## src/rtl/pwm_multi_if.sv

```systemverilog
// Register-side bundle for pwm_multi: run/load controls, period/duty/mode/prescale, PWM outputs.
// qn exists only when PWM_DEADTIME_EN is defined.
interface pwm_multi_if #(
    parameter int WIDTH    = 8,
    parameter int CHANNELS = 4,
    parameter int PRE_W    = 8
);
    logic                      en;
    logic                      load;
    logic [WIDTH-1:0]          period;
    logic [CHANNELS*WIDTH-1:0] duty;
    logic                      center;
    logic [PRE_W-1:0]          prescale;
    logic [CHANNELS-1:0]       q;
    logic                      period_start;
`ifdef PWM_DEADTIME_EN
    logic [CHANNELS-1:0]       qn;

    modport master (output en, load, period, duty, center, prescale,
                    input  q, period_start, qn);
    modport slave  (input  en, load, period, duty, center, prescale,
                    output q, period_start, qn);
`else
    modport master (output en, load, period, duty, center, prescale,
                    input  q, period_start);
    modport slave  (input  en, load, period, duty, center, prescale,
                    output q, period_start);
`endif
endinterface

```

## src/rtl/pwm_multi.sv

```systemverilog
// Multi-channel PWM on one shared counter; period, duty, mode and prescale are double-buffered.
// Define PWM_DEADTIME_EN to add complementary qn outputs with DEAD-cycle dead-time insertion.
module pwm_multi #(
    parameter int WIDTH    = 8,
    parameter int CHANNELS = 4,
    parameter int PRE_W    = 8
`ifdef PWM_DEADTIME_EN
   ,parameter int DEAD     = 2
`endif
) (
    input logic        clk,
    input logic        rst,
    pwm_multi_if.slave bus
);
    // state | meaning
    // UP    | counter stepping toward TOP (the only state used in edge mode)
    // DOWN  | center mode, counter stepping back toward 0
    typedef enum logic {UP = 1'b0, DOWN = 1'b1} dir_t;

    dir_t                           dir, dir_nxt;
    logic [PRE_W-1:0]               pre_cnt;
    logic [WIDTH-1:0]               cnt, cnt_nxt;
    logic [WIDTH-1:0]               period_act, period_pend;
    logic [CHANNELS-1:0][WIDTH-1:0] duty_act, duty_pend;
    logic                           center_act, center_pend;
    logic [PRE_W-1:0]               prescale_act, prescale_pend;
    logic                           pending;
    logic                           tick, update;
    logic [CHANNELS-1:0]            cmp, q_raw;

    // Every period ends exactly when the next count would be 0, in both modes,
    // so the update event is simply "tick and next count is zero".
    always_comb begin
        tick    = bus.en && (pre_cnt == prescale_act);
        cnt_nxt = cnt;
        dir_nxt = dir;
        if (center_act) begin
            if (period_act == '0) begin
                cnt_nxt = '0;
            end else if (dir == UP) begin
                if (cnt == period_act) begin
                    cnt_nxt = cnt - WIDTH'(1);
                    dir_nxt = DOWN;
                end else begin
                    cnt_nxt = cnt + WIDTH'(1);
                end
            end else begin
                cnt_nxt = cnt - WIDTH'(1);
            end
            if (cnt_nxt == '0) dir_nxt = UP;
        end else begin
            cnt_nxt = (cnt == period_act) ? '0 : cnt + WIDTH'(1);
        end
        update = tick && (cnt_nxt == '0);
    end

    always_ff @(posedge clk or posedge rst) begin
        if (rst)                       dir <= UP;
        else if (!bus.en || update)    dir <= UP;
        else if (tick)                 dir <= dir_nxt;
    end

    always_comb begin
        cmp = '0;
        for (int i = 0; i < CHANNELS; i++) cmp[i] = (cnt < duty_act[i]);
    end

    always_ff @(posedge clk or posedge rst) begin
        if (rst) begin
            pre_cnt       <= '0;
            cnt           <= '0;
            q_raw         <= '0;
            pending       <= 1'b0;
            period_act    <= '1;
            duty_act      <= '0;
            center_act    <= 1'b0;
            prescale_act  <= '0;
            period_pend   <= '0;
            duty_pend     <= '0;
            center_pend   <= 1'b0;
            prescale_pend <= '0;
        end else if (!bus.en) begin
            pre_cnt <= '0;
            cnt     <= '0;
            q_raw   <= '0;
            // Idle: nothing is running, so loads bypass the buffer.
            if (bus.load) begin
                period_act   <= bus.period;
                duty_act     <= bus.duty;
                center_act   <= bus.center;
                prescale_act <= bus.prescale;
                pending      <= 1'b0;
            end
        end else begin
            q_raw   <= cmp;
            pre_cnt <= tick ? '0 : pre_cnt + PRE_W'(1);
            if (tick) cnt <= cnt_nxt;
            if (update && bus.load) begin
                period_act   <= bus.period;
                duty_act     <= bus.duty;
                center_act   <= bus.center;
                prescale_act <= bus.prescale;
                pending      <= 1'b0;
            end else if (update && pending) begin
                period_act   <= period_pend;
                duty_act     <= duty_pend;
                center_act   <= center_pend;
                prescale_act <= prescale_pend;
                pending      <= 1'b0;
            end else if (bus.load) begin
                period_pend   <= bus.period;
                duty_pend     <= bus.duty;
                center_pend   <= bus.center;
                prescale_pend <= bus.prescale;
                pending       <= 1'b1;
            end
        end
    end

    assign bus.period_start = update;

`ifdef PWM_DEADTIME_EN
    localparam int DW = (DEAD > 0) ? $clog2(DEAD + 1) : 1;

    logic [CHANNELS-1:0][DW-1:0] dt_hi, dt_lo;
    logic [CHANNELS-1:0]         hi_ok, lo_ok;

    // Each side must have been asserted for DEAD cycles before it may drive;
    // dropping resets its counter, which also swallows pulses shorter than DEAD.
    always_ff @(posedge clk or posedge rst) begin
        if (rst) begin
            dt_hi <= '0;
            dt_lo <= '0;
        end else begin
            for (int i = 0; i < CHANNELS; i++) begin
                if (!q_raw[i])                  dt_hi[i] <= '0;
                else if (dt_hi[i] != DW'(DEAD)) dt_hi[i] <= dt_hi[i] + DW'(1);
                if (q_raw[i])                   dt_lo[i] <= '0;
                else if (dt_lo[i] != DW'(DEAD)) dt_lo[i] <= dt_lo[i] + DW'(1);
            end
        end
    end

    always_comb begin
        hi_ok = '0;
        lo_ok = '0;
        for (int i = 0; i < CHANNELS; i++) begin
            hi_ok[i] = (dt_hi[i] == DW'(DEAD));
            lo_ok[i] = (dt_lo[i] == DW'(DEAD));
        end
    end

    assign bus.q  = q_raw & hi_ok;
    assign bus.qn = ~q_raw & lo_ok;
`else
    assign bus.q  = q_raw;
`endif

endmodule
```

## src/flat_wrapper.sv

```systemverilog
// flat-port wrapper written by rule: the top's interface ports become plain ports
module pwm_multi_flat 
#(
    parameter int WIDTH    = 8,
    parameter int CHANNELS = 4,
    parameter int PRE_W    = 8

)
  (clk, rst, bus_en, bus_load, bus_period, bus_duty, bus_center, bus_prescale, bus_q, bus_period_start);
  pwm_multi_if #(.WIDTH(WIDTH), .CHANNELS(CHANNELS), .PRE_W(PRE_W)) bus_i ();
  input logic clk;
  input logic rst;
  input wire logic [$bits(bus_i.en)-1:0] bus_en;
  input wire logic [$bits(bus_i.load)-1:0] bus_load;
  input wire logic [$bits(bus_i.period)-1:0] bus_period;
  input wire logic [$bits(bus_i.duty)-1:0] bus_duty;
  input wire logic [$bits(bus_i.center)-1:0] bus_center;
  input wire logic [$bits(bus_i.prescale)-1:0] bus_prescale;
  output wire logic [$bits(bus_i.q)-1:0] bus_q;
  output wire logic [$bits(bus_i.period_start)-1:0] bus_period_start;
  assign bus_i.en = bus_en;
  assign bus_i.load = bus_load;
  assign bus_i.period = bus_period;
  assign bus_i.duty = bus_duty;
  assign bus_i.center = bus_center;
  assign bus_i.prescale = bus_prescale;
  assign bus_q = bus_i.q;
  assign bus_period_start = bus_i.period_start;
  pwm_multi #(.WIDTH(WIDTH), .CHANNELS(CHANNELS), .PRE_W(PRE_W)) u_core (.clk(clk), .rst(rst), .bus(bus_i));
endmodule
```

## config.mk

```make
export PLATFORM = sky130hd
export DESIGN_NAME = pwm_multi_flat
export DESIGN_NICKNAME = d
export VERILOG_FILES = /design/src/rtl/pwm_multi_if.sv /design/src/rtl/pwm_multi.sv /design/src/flat_wrapper.sv
export SDC_FILE = /design/constraint.sdc
export NUM_CORES = 1
export LEC_CHECK = 0
export CAP_MARGIN = 30
export CORE_MARGIN = 2
export CORE_UTILIZATION = 40
export DETAILED_ROUTE_END_ITERATION = 16
export PLACE_DENSITY_LB_ADDON = 0.25
export SETUP_SLACK_MARGIN = 0.1
export SYNTH_ARGS = -nofsm -noshare
export SYNTH_HDL_FRONTEND = slang
export SYNTH_SLANG_ARGS = --single-unit
```

## constraint.sdc

```tcl
create_clock -name clk -period 6.9 [get_ports clk]
set_input_delay 1.38 -clock clk [delete_from_list [all_inputs] [get_ports clk]]
set_output_delay 1.38 -clock clk [all_outputs]
set_load 0.02 [all_outputs]
```

==> results.toml, run 1 <==
[sta]
grt_setup_unrepaired = "false"
fin_crit_sh = 0.772
hold_viol_final = 0
worstMarginPinSlew_ns = 0.944
relSlewSlack = 0.369
min_period_ns = 5.33
timing.final.setup_violations = 0
max_freq_mhz = 188
clock-skew-final_ns = 0.00932
totalNegativeSetupSlack_ns = 0
timing.final.max_slew_violations = 0

[clock_network]
tritoncts.num_buffers = 17
max-clock-path-buffers = 2
clock_latency_ns = 0.42
cts_post_setup_buffers_inserted = 0
cts_root_buf = "sky130_fd_sc_hd__clkbuf_16"
clk_pin_slew_worst_paths_ns = 0.05
cts_resized = 0
number_of_buffers_inserted_by_hold_repair_at_cts = 0
htree_num_levels = 4
cts_tree = "done"
clkSinkCount = 120

[power]
p_comb_frac = 0.119
power.net_switching_mw = 0.466
p_seq_frac = 0.415
p_int_mw = 1.60
p_leak_nw = 3.61
clock_power_share = 0.466
pwr_density_cell_mw_per_mm2 = 262
swShare = 0.226
worst_ir_drop_vdd_uv = 170

[cells_and_area]
area_taken_by_multi_input_logic_gates_sq_mm = 0.00315
fillcell_total = 1399
num_antenna_cells = 0
final_cell_count_no_fill = 838
layout.area.seq_sq_mm = 0.00301
fin_nets = 693
post_route_cells_drive_above_1_share = 0.232
syn2layout_area_growth_pct = 21.4
final_cell_area_sq_mm = 0.00786

[logic_synthesis]
synth_edf_count = 0
avgSynthCellArea_sq_um = 11.6
synth-warning-count = 0
postSynthNetCount = 642
fraction_of_registers_with_async_set_reset = 1.00
number_of_flip_flops_and_latches_in_the_synthesized_netlist = 120
mappedNetlistArea_sq_mm = 0.00647
synth_cell_type_count = 60
synthTopCellsByArea = "sky130_fd_sc_hd__dfrtp_1 43%, sky130_fd_sc_hd__o221a_2 8.5%, sky130_fd_sc_hd__mux2_2 6.8%, sky130_fd_sc_hd__ha_1 6.0%, sky130_fd_sc_hd__nand2b_1 5.6%"
synth.largest_area_cell = "sky130_fd_sc_hd__dfrtp_1"
synth_largest_type_area_fraction = 0.433
post_syn_instances = 558
synthFlopType = "sky130_fd_sc_hd__dfrtp_1"
synth.yosys.seq_area_share = 0.465

[setup_path]
timing.critical_path.cells = "clkdlybuf4s50_1 > nand3b_1 > a2111oi_4 > nand3_2 > inv_1 > clkdlybuf4s50_1"
critPathLaunchType = "primary input"
timing.critical_path.mode_cell = "sky130_fd_sc_hd__clkdlybuf4s50_1"
criticalPathCategory = "primary input to output port"
critical_path_peak_fanout = 21
worst-endpoint-arrival_ns = 3.95
crit_slowest_cell = "sky130_fd_sc_hd__clkdlybuf4s50_1"
critPathMaxStageDelay_ns = 1.00
critPathTopFamily = "buffers and inverters"
number_of_buffers_and_inverters_on_the_critical_path = 3
worst_ep_required_time_ns = 5.52
critical_path.endpoint_type = "output port"

[die]
die_wd_um = 131
rows = 46
die_y_um = 131
floorplan.initialDensity = 0.409
num_io_pins = 58
die_footprint_sq_mm = 0.0172
core_region_area_sq_mm = 0.0158

[min_path]
worst_hold_path_type = "flip-flop to flip-flop"

[routing]
via_count = 4515
wire_per_inst_um = 17.1
drtIter0Drc = 246
post-route-drc-count = 0
avgViaCountPerCell = 5.39
ant_nets = 0
wl_final_mm = 14.3
drt_pre_antenna_iters = 5

[global_routing]
grt_start_max_net_pins = 66
first_global_vias = 4839
grt-ovfl-total = 0
track_usage = 0.178
grt_first_pass_wirelength_mm = 24.4
number_of_antenna_violations_at_the_first_check_in_global_routing = 0

[place]
gp_congestion = 0.884
hpwlAfterDp_mm = 9.63
portBuffers = 57
dpl_cell_area_sq_mm = 0.00722
dp_cells = 806

[job]
max_cap_violations = 0

[status]
outcome = "finished clean"
kinds of logic after synthesis:
group                      Yosys count  synth area share
xor gates and xnor gates            28            0.0379
DFF                                120             0.465
AOI/OAI and AO/OA                  123             0.172
and+or+nand+nor                    133             0.124
muxes                               53            0.0914
buffers and inverters               70            0.0489
adders and majority gates           31            0.0599
through the flow:
stage	power [mW]	utilization	hold slack, ns	setup WS, ns
final	2.06	0.497	0.493	1.57
after global routing	2.16	0.497	0.510	1.40
after CTS	2.09	0.497	0.497	1.53
after detailed placement	1.12	0.456	0.486	1.54
after global placement	1.10	0.454	0.475	1.60
after floorplan	1.03	-	0.465	2.35
worst register-to-register path, delay by kind of cell, from the launching register on:
family	cells	cell delay (ns)
flip-flops	1	0.75
AND/OR/NAND/NOR	3	1.48
buffers and inverters	1	0.57
AO/OA/AOI/OAI	4	1.22
XOR/XNOR	1	0.20
cells in the mapped netlist, drive strengths merged, types with 5 or more instances:
master / count
nand2: 12
nor4: 5
a21oi: 10
a21o: 26
dfrtp: 112
xor2: 15
o21ai: 8
nand2b: 58
inv: 39
o221a: 49
buf: 21
ha: 31
nand3: 13
xnor2: 13
nor2: 19
dfstp: 8
clkbuf: 10
mux2: 49
power by group through the flow:
stage	clock network (mW)	logic, mW	registers [mW]
global route	1.02	0.275	0.867
finish	0.961	0.245	0.856
detailed placement	0	0.249	0.868
global placement	0	0.237	0.863
CTS	0.979	0.251	0.856
floorplan	0	0.180	0.847
routing by layer:
layer | GRT usage | part of all wire
met5 | 0 | 0
met4 | 0.0658 | 0.019
met2 | 0.306 | 0.50
met3 | 0.0432 | 0.032
met1 | 0.217 | 0.45
registers in the layout (all words and copies together) (netlist names):
name,flops
u_core.dir,1
u_core.center_act,1
u_core.prescale_act,8
u_core.prescale_pend,8
u_core.cnt,8
u_core.bus.q,4
u_core.center_pend,1
u_core.duty_pend,32
u_core.period_act,8
u_core.duty_act,32
u_core.pre_cnt,8
u_core.period_pend,8
u_core.pending,1
area by class of cell:
type,instances,share of cell area
Sequential cell,120,0.383
Timing Repair Buffer,63,0.0809
Multi-Input combinational cell,368,0.401
Inverter,39,0.0189
Clock inverter,10,0.0223
Tap cell,216,0.0344
Clock buffer,22,0.0591
final timing paths:
check                                                      from                                  end  slack, ns  cells after the start
worst max-delay path                                     bus_en                     bus_period_start       1.57                      6
worst min-delay path            u_core.duty_pend[3]$_DFFE_PP0P_      u_core.duty_pend[3]$_DFFE_PP0P_       0.49                      1
worst max register to register        u_core.cnt[4]$_DFFE_PP0P_   u_core.prescale_act[4]$_DFFE_PP0P_       2.56                      9
worst min register to register  u_core.duty_pend[3]$_DFFE_PP0P_      u_core.duty_pend[3]$_DFFE_PP0P_       0.49                      1
max in group asynchronous                                   rst  u_core.prescale_pend[5]$_DFFE_PP0P_       4.18                      3
min in group asynchronous                                   rst      u_core.duty_act[28]$_DFFE_PP0P_       1.47                      2
cells in the final DEF, fill, tap and decap left out, types with 2 or more instances in the layout:
cell type,n
sky130_fd_sc_hd__dfrtp_1,112
sky130_fd_sc_hd__nand2b_1,58
sky130_fd_sc_hd__clkdlybuf4s50_1,57
sky130_fd_sc_hd__o221a_2,49
sky130_fd_sc_hd__mux2_2,39
sky130_fd_sc_hd__inv_1,38
sky130_fd_sc_hd__ha_1,31
sky130_fd_sc_hd__a21o_1,26
sky130_fd_sc_hd__nor2_1,19
sky130_fd_sc_hd__clkbuf_16,17
sky130_fd_sc_hd__xor2_1,15
sky130_fd_sc_hd__xnor2_1,13
sky130_fd_sc_hd__nand2_1,12
sky130_fd_sc_hd__nand3_1,11
sky130_fd_sc_hd__mux2_1,10
sky130_fd_sc_hd__a21oi_1,9
sky130_fd_sc_hd__dfstp_2,8
sky130_fd_sc_hd__o21ai_0,7
sky130_fd_sc_hd__clkinv_2,5
sky130_fd_sc_hd__bufinv_16,5
sky130_fd_sc_hd__buf_4,5
sky130_fd_sc_hd__and3_1,4
sky130_fd_sc_hd__mux2i_1,4
sky130_fd_sc_hd__nor2b_1,4
sky130_fd_sc_hd__nor4_1,3
sky130_fd_sc_hd__or3_1,3
sky130_fd_sc_hd__nand4_1,3
sky130_fd_sc_hd__nor3_1,3
sky130_fd_sc_hd__o32ai_1,3
sky130_fd_sc_hd__a22oi_1,3
sky130_fd_sc_hd__clkbuf_1,3
sky130_fd_sc_hd__nor4_4,2
sky130_fd_sc_hd__and2_1,2
sky130_fd_sc_hd__a211oi_1,2
sky130_fd_sc_hd__a211o_1,2
sky130_fd_sc_hd__a31o_2,2
sky130_fd_sc_hd__a31oi_1,2
sky130_fd_sc_hd__nand3_2,2
sky130_fd_sc_hd__a21boi_0,2
sky130_fd_sc_hd__clkbuf_8,2
No activity file was read; power rests on OpenSTA's default activity.
==> run 2: changes to the inputs <==
==> constraint.sdc (replaced) <==
create_clock -name clk -period 4.4 [get_ports clk]
set_input_delay 0.88 -clock clk [delete_from_list [all_inputs] [get_ports clk]]
set_output_delay 0.88 -clock clk [all_outputs]
set_load 0.02 [all_outputs]
==> results.toml, run 2 (synthesis results as in run 1) <==
[sta]
clock-skew-final_ns = 0.00842
whs_ns = 0.492
timing.final.setup_violations = 0
min_period_ns = 4.02
relSlewSlack = 0.496
grt_setup_unrepaired = "false"
totalNegativeSetupSlack_ns = 0
max_freq_mhz = 249
timing.final.max_slew_violations = 0
worstMarginPinSlew_ns = 0.756
hold_viol_final = 0
fin_crit_sh = 0.913

[clock_network]
htree_num_levels = 4
cts_post_setup_buffers_inserted = 0
cts_tree = "done"
clk_pin_slew_worst_paths_ns = 0.05
clock_latency_ns = 0.42
max-clock-path-buffers = 2
clkSinkCount = 120
tritoncts.num_buffers = 17
cts_root_buf = "sky130_fd_sc_hd__clkbuf_16"
number_of_buffers_inserted_by_hold_repair_at_cts = 0

[routing]
via_count = 4417
met2_wire_length_mm = 7.06
avgViaCountPerCell = 5.20
post-route-drc-count = 0
wl_met3_um = 450
highest-signal-layer = "met4"
routedLengthMet1_mm = 6.63
wire_per_inst_um = 16.9
wl_final_mm = 14.4
ant_nets = 0
drt_pre_antenna_iters = 4
drtIter0Drc = 282

[setup_path]
timing.critical_path.to = "bus_period_start"
timing.critical_path.cells = "or3b_2 > xnor2_1 > and3_1 > a211o_1 > a2111oi_4 > nand3_2 > inv_1 > clkbuf_2"
criticalPathCategory = "flip-flop to output port"
critical_path.endpoint_type = "output port"
regToRegSetupSlack_ns = 0.93
worst-endpoint-arrival_ns = 3.14
ff2ff_path_depth = 9
critPathLaunchType = "flip-flop"
critPathMaxStageDelay_ns = 0.57
worst_ep_required_time_ns = 3.52
r2r-start = "u_core.cnt[3]$_DFFE_PP0P_"
worst_setup_path_startpoint = "u_core.cnt[3]$_DFFE_PP0P_"
r2r-end = "u_core.duty_pend[30]$_DFFE_PP0P_"
critical_path_peak_fanout = 13
crit_slowest_cell = "sky130_fd_sc_hd__dfrtp_1"

[cells_and_area]
layout.cells.most_common_list = "112 x sky130_fd_sc_hd__dfrtp_1, 58 x sky130_fd_sc_hd__nand2b_1, 56 x sky130_fd_sc_hd__clkdlybuf4s50_1"
fin_nets = 705
num_antenna_cells = 0
final_cell_count_no_fill = 850
post_route_cells_drive_above_1_share = 0.240
fillcell_total = 1409
final_common_cell = "sky130_fd_sc_hd__dfrtp_1"
layout_top_registers = "u_core.duty_act: 32 flops, u_core.duty_pend: 32 flops"
final_cell_area_sq_mm = 0.00784
syn2layout_area_growth_pct = 21.1

[power]
power.net_switching_mw = 0.721
worst_ir_drop_vdd_uv = 248
pwr_density_cell_mw_per_mm2 = 382
p_seq_frac = 0.448
p_leak_nw = 3.62
p_comb_frac = 0.128
clock_power_share = 0.424
p_int_mw = 2.28
swShare = 0.241
post_layout_total_power_mw = 3.00

[global_routing]
grt_first_pass_wirelength_mm = 24.6
track_usage = 0.180
number_of_antenna_violations_at_the_first_check_in_global_routing = 0
grt-ovfl-total = 0
grt_start_max_net_pins = 62
first_global_vias = 4785

[die]
die_y_um = 131
num_io_pins = 58
die_footprint_sq_mm = 0.0172
floorplan.initialDensity = 0.409
core_region_area_sq_mm = 0.0158
rows = 46
die_wd_um = 131

[place]
hpwlAfterDp_mm = 10.0
gp_congestion = 0.875
portBuffers = 57
dp_cells = 818
dpl_cell_area_sq_mm = 0.00730

[status]
outcome = "finished clean"

[min_path]
timing.hold.worst.start = "u_core.duty_pend[0]$_DFFE_PP0P_"
worst_hold_path_type = "flip-flop to flip-flop"

[job]
max_cap_violations = 0
[run 2: critical path, delay by kind of cell (launching register included)]
| kind | cells | cell delay [ns] |
|---|---|---|
| AND/OR/NAND/NOR | 3 | 0.94 |
| flip-flops | 1 | 0.57 |
| buffers and inverters | 2 | 0.31 |
| XOR/XNOR | 1 | 0.16 |
| AO/OA/AOI/OAI | 2 | 0.74 |
[run 2: what timing repair did]
item	4_1_cts	5_1_grt
pin swaps	0	1
resized for setup	1	3
setup endpoints to repair	1	1
[run 2: final cells by class]
class	instances	area [sq um]	area share
clock buffer	27	483	0.0616
clock inverter	5	50.0	0.00638
inverter	39	149	0.0190
multi-input combinational	368	3170	0.404
sequential	120	3010	0.384
tap	216	270	0.0345
timing repair buffer	75	713	0.0909
[run 2: worst min path at each step]
stage,end,depth (start not counted)
2_1_floorplan,u_core.duty_pend[0]$_DFFE_PP0P_,1
3_3_place_gp,u_core.period_pend[7]$_DFFE_PP0P_,1
3_5_place_dp,u_core.period_pend[7]$_DFFE_PP0P_,1
4_1_cts,u_core.period_pend[7]$_DFFE_PP0P_,1
5_1_grt,u_core.duty_pend[0]$_DFFE_PP0P_,1
6_report,u_core.duty_pend[0]$_DFFE_PP0P_,1
[run 2: routing by layer]
| metal | vias up | track usage |
|---|---|---|
| met5 | - | 0 |
| met4 | 0 | 0.0743 |
| met2 | 71 | 0.297 |
| met3 | 21 | 0.0324 |
| li1 | 2158 | - |
| met1 | 2167 | 0.234 |
[run 2: metrics by stage]
step,worst slack [ns],utilization
2_1_floorplan,0.347,-
3_3_place_gp,0.373,0.461
3_5_place_dp,0.350,0.461
4_1_cts,0.164,0.495
5_1_grt,0.190,0.496
6_report,0.382,0.496
[run 2: power by group through the flow]
| stage | clock network (mW) | logic, mW | registers (mW) |
|---|---|---|---|
| after detailed placement | 0 | 0.390 | 1.36 |
| after global routing | 1.37 | 0.430 | 1.36 |
| after global placement | 0 | 0.380 | 1.36 |
| after CTS | 1.31 | 0.392 | 1.34 |
| final | 1.27 | 0.384 | 1.34 |
| after floorplan | 0 | 0.283 | 1.33 |
==> run 3: changes to the inputs <==
--- a/config.mk
+++ b/config.mk
@@ -6,6 +6,7 @@
 export NUM_CORES = 1
 export LEC_CHECK = 0
 export CAP_MARGIN = 30
+export CORE_ASPECT_RATIO = 1.75
 export CORE_MARGIN = 2
 export CORE_UTILIZATION = 40
 export DETAILED_ROUTE_END_ITERATION = 16
==> results.toml, run 3 (synthesis results as in run 1) <==
[cells_and_area]
final_common_cell = "sky130_fd_sc_hd__dfrtp_1"
syn2layout_area_growth_pct = 22.6
final_cell_count_no_fill = 823
final_core_utilization = 0.500
layout_top_registers = "u_core.duty_act: 32 flops, u_core.duty_pend: 32 flops"
num_antenna_cells = 0
final_cell_area_sq_mm = 0.00794
post_route_cells_drive_above_1_share = 0.256
layout.cells.most_common_list = "111 x sky130_fd_sc_hd__dfrtp_1, 58 x sky130_fd_sc_hd__nand2b_1, 56 x sky130_fd_sc_hd__clkdlybuf4s50_1"
fin_nets = 705

[clock_network]
tritoncts.num_buffers = 17
clkSinkCount = 120
clk_pin_slew_worst_paths_ns = 0.06
cts_root_buf = "sky130_fd_sc_hd__clkbuf_16"
cts_tree = "done"
htree_num_levels = 4
max-clock-path-buffers = 2
clock_latency_ns = 0.42
cts_post_setup_buffers_inserted = 0

[sta]
relSlewSlack = 0.516
totalNegativeSetupSlack_ns = 0
worstMarginPinSlew_ns = 0.721
timing.final.setup_violations = 0
fin_crit_sh = 0.923
timing.final.max_slew_violations = 0
min_period_ns = 4.06
whs_ns = 0.498
max_freq_mhz = 246
hold_viol_final = 0
crit_path_setup_slack_layout_ns = 0.340
clock-skew-final_ns = 0.0123
grt_setup_unrepaired = "false"

[job]
max_cap_violations = 0

[min_path]
holdPathStages = 1
min_to = "u_core.duty_pend[4]$_DFFE_PP0P_"
timing.hold.worst.start = "u_core.duty_pend[4]$_DFFE_PP0P_"
worst_hold_path_type = "flip-flop to flip-flop"

[power]
p_seq_frac = 0.422
p_int_mw = 2.36
p_leak_nw = 3.67
worst_ir_drop_vdd_uv = 212
power.net_switching_mw = 0.826
clock_power_share = 0.454
pwr_density_cell_mw_per_mm2 = 402
swShare = 0.259
post_layout_total_power_mw = 3.19
p_comb_frac = 0.124

[place]
gp_congestion = 0.863
portBuffers = 57
dp_cells = 790
dpl_cell_area_sq_mm = 0.00729
hpwlAfterDp_mm = 10.7
detailedPlace.worstSlack_ns = 0.328

[setup_path]
critPathLaunchType = "flip-flop"
timing.critical_path.cells = "inv_1 > ha_1 > or3b_2 > xnor2_1 > and3_1 > a211o_1 > a2111oi_4 > nand3_2 > inv_1 > clkbuf_2"
number_of_buffers_and_inverters_on_the_critical_path = 3
regToRegSetupSlack_ns = 0.68
worst-endpoint-arrival_ns = 3.18
ff2ff_path_depth = 11
crit_slowest_cell = "sky130_fd_sc_hd__or3b_2"
critPathMaxStageDelay_ns = 0.51
critPathTopFamily = "simple AND/OR/NAND/NOR gates"
critical_path_peak_fanout = 4
critical_path.endpoint_type = "output port"
timing.critical_path.mode_cell = "sky130_fd_sc_hd__inv_1"
r2r-start = "u_core.cnt[1]$_DFFE_PP0P_"
worst_ep_required_time_ns = 3.52
r2r-end = "u_core.duty_pend[5]$_DFFE_PP0P_"
criticalPathCategory = "flip-flop to output port"

[routing]
routedLengthMet1_mm = 6.25
drtIter0Drc = 272
via_count = 4620
wl_met3_um = 541
wire_per_inst_um = 18.9
drt_pre_antenna_iters = 4
highest-signal-layer = "met4"
post-route-drc-count = 0
met2_wire_length_mm = 8.43
avgViaCountPerCell = 5.61
ant_nets = 0
wl_final_mm = 15.5

[global_routing]
grt_first_pass_wirelength_mm = 25.5
first_global_vias = 4949
grt-ovfl-total = 0
number_of_antenna_violations_at_the_first_check_in_global_routing = 0
track_usage = 0.191
grt_start_max_net_pins = 74

[die]
die_footprint_sq_mm = 0.0173
rows = 61
num_io_pins = 58
die_wd_um = 100
die_y_um = 172
core_region_area_sq_mm = 0.0159
floorplan.initialDensity = 0.408

[status]
outcome = "finished clean"
[run 3: per-layer routing]
metal / vias to the layer above / global-route usage
li1: 2158 / -
met1: 2353 / 0.219
met2: 88 / 0.352
met3: 21 / 0.0344
met4: 0 / 0.0673
met5: - / 0
[run 3: final cells by class]
type                       instances  area [sq um]
clock buffer                      19           453
clock inverter                    13           159
fill                            1477          7940
inverter                          39           149
multi-input combinational        368          3170
sequential                       120          3010
tap                              189           236
timing repair buffer              75           758
[run 3: repair_timing]
item / CTS / global route
gates resized for setup: 2 / 3
hold buffers: 0 / 0
endpoints found under the hold margin: 0 / 0
pin swaps: 0 / 1
setup endpoints to repair: 1 / 1
[run 3: worst max path at each step]
stage                                          from                        end  slack [ns]  cells after the start
final                     u_core.cnt[1]$_DFFE_PP0P_           bus_period_start        0.34                     10
after CTS                 u_core.cnt[1]$_DFFE_PP0P_           bus_period_start        0.17                     10
after detailed placement  u_core.cnt[1]$_DFFE_PP0P_           bus_period_start        0.33                     10
after floorplan                                 rst  u_core.bus.q[0]$_DFF_PP0_        0.35                      1
after global routing      u_core.cnt[0]$_DFFE_PP0P_           bus_period_start        0.17                     10
after global placement    u_core.cnt[1]$_DFFE_PP0P_           bus_period_start        0.41                     10
[run 3: power groups by stage]
stage / combinational [mW] / clock, mW / sequential (mW)
after floorplan: 0.283 / 0 / 1.33
after global placement: 0.385 / 0 / 1.35
after detailed placement: 0.399 / 0 / 1.36
after CTS: 0.401 / 1.48 / 1.34
after global routing: 0.440 / 1.53 / 1.36
final: 0.395 / 1.45 / 1.34
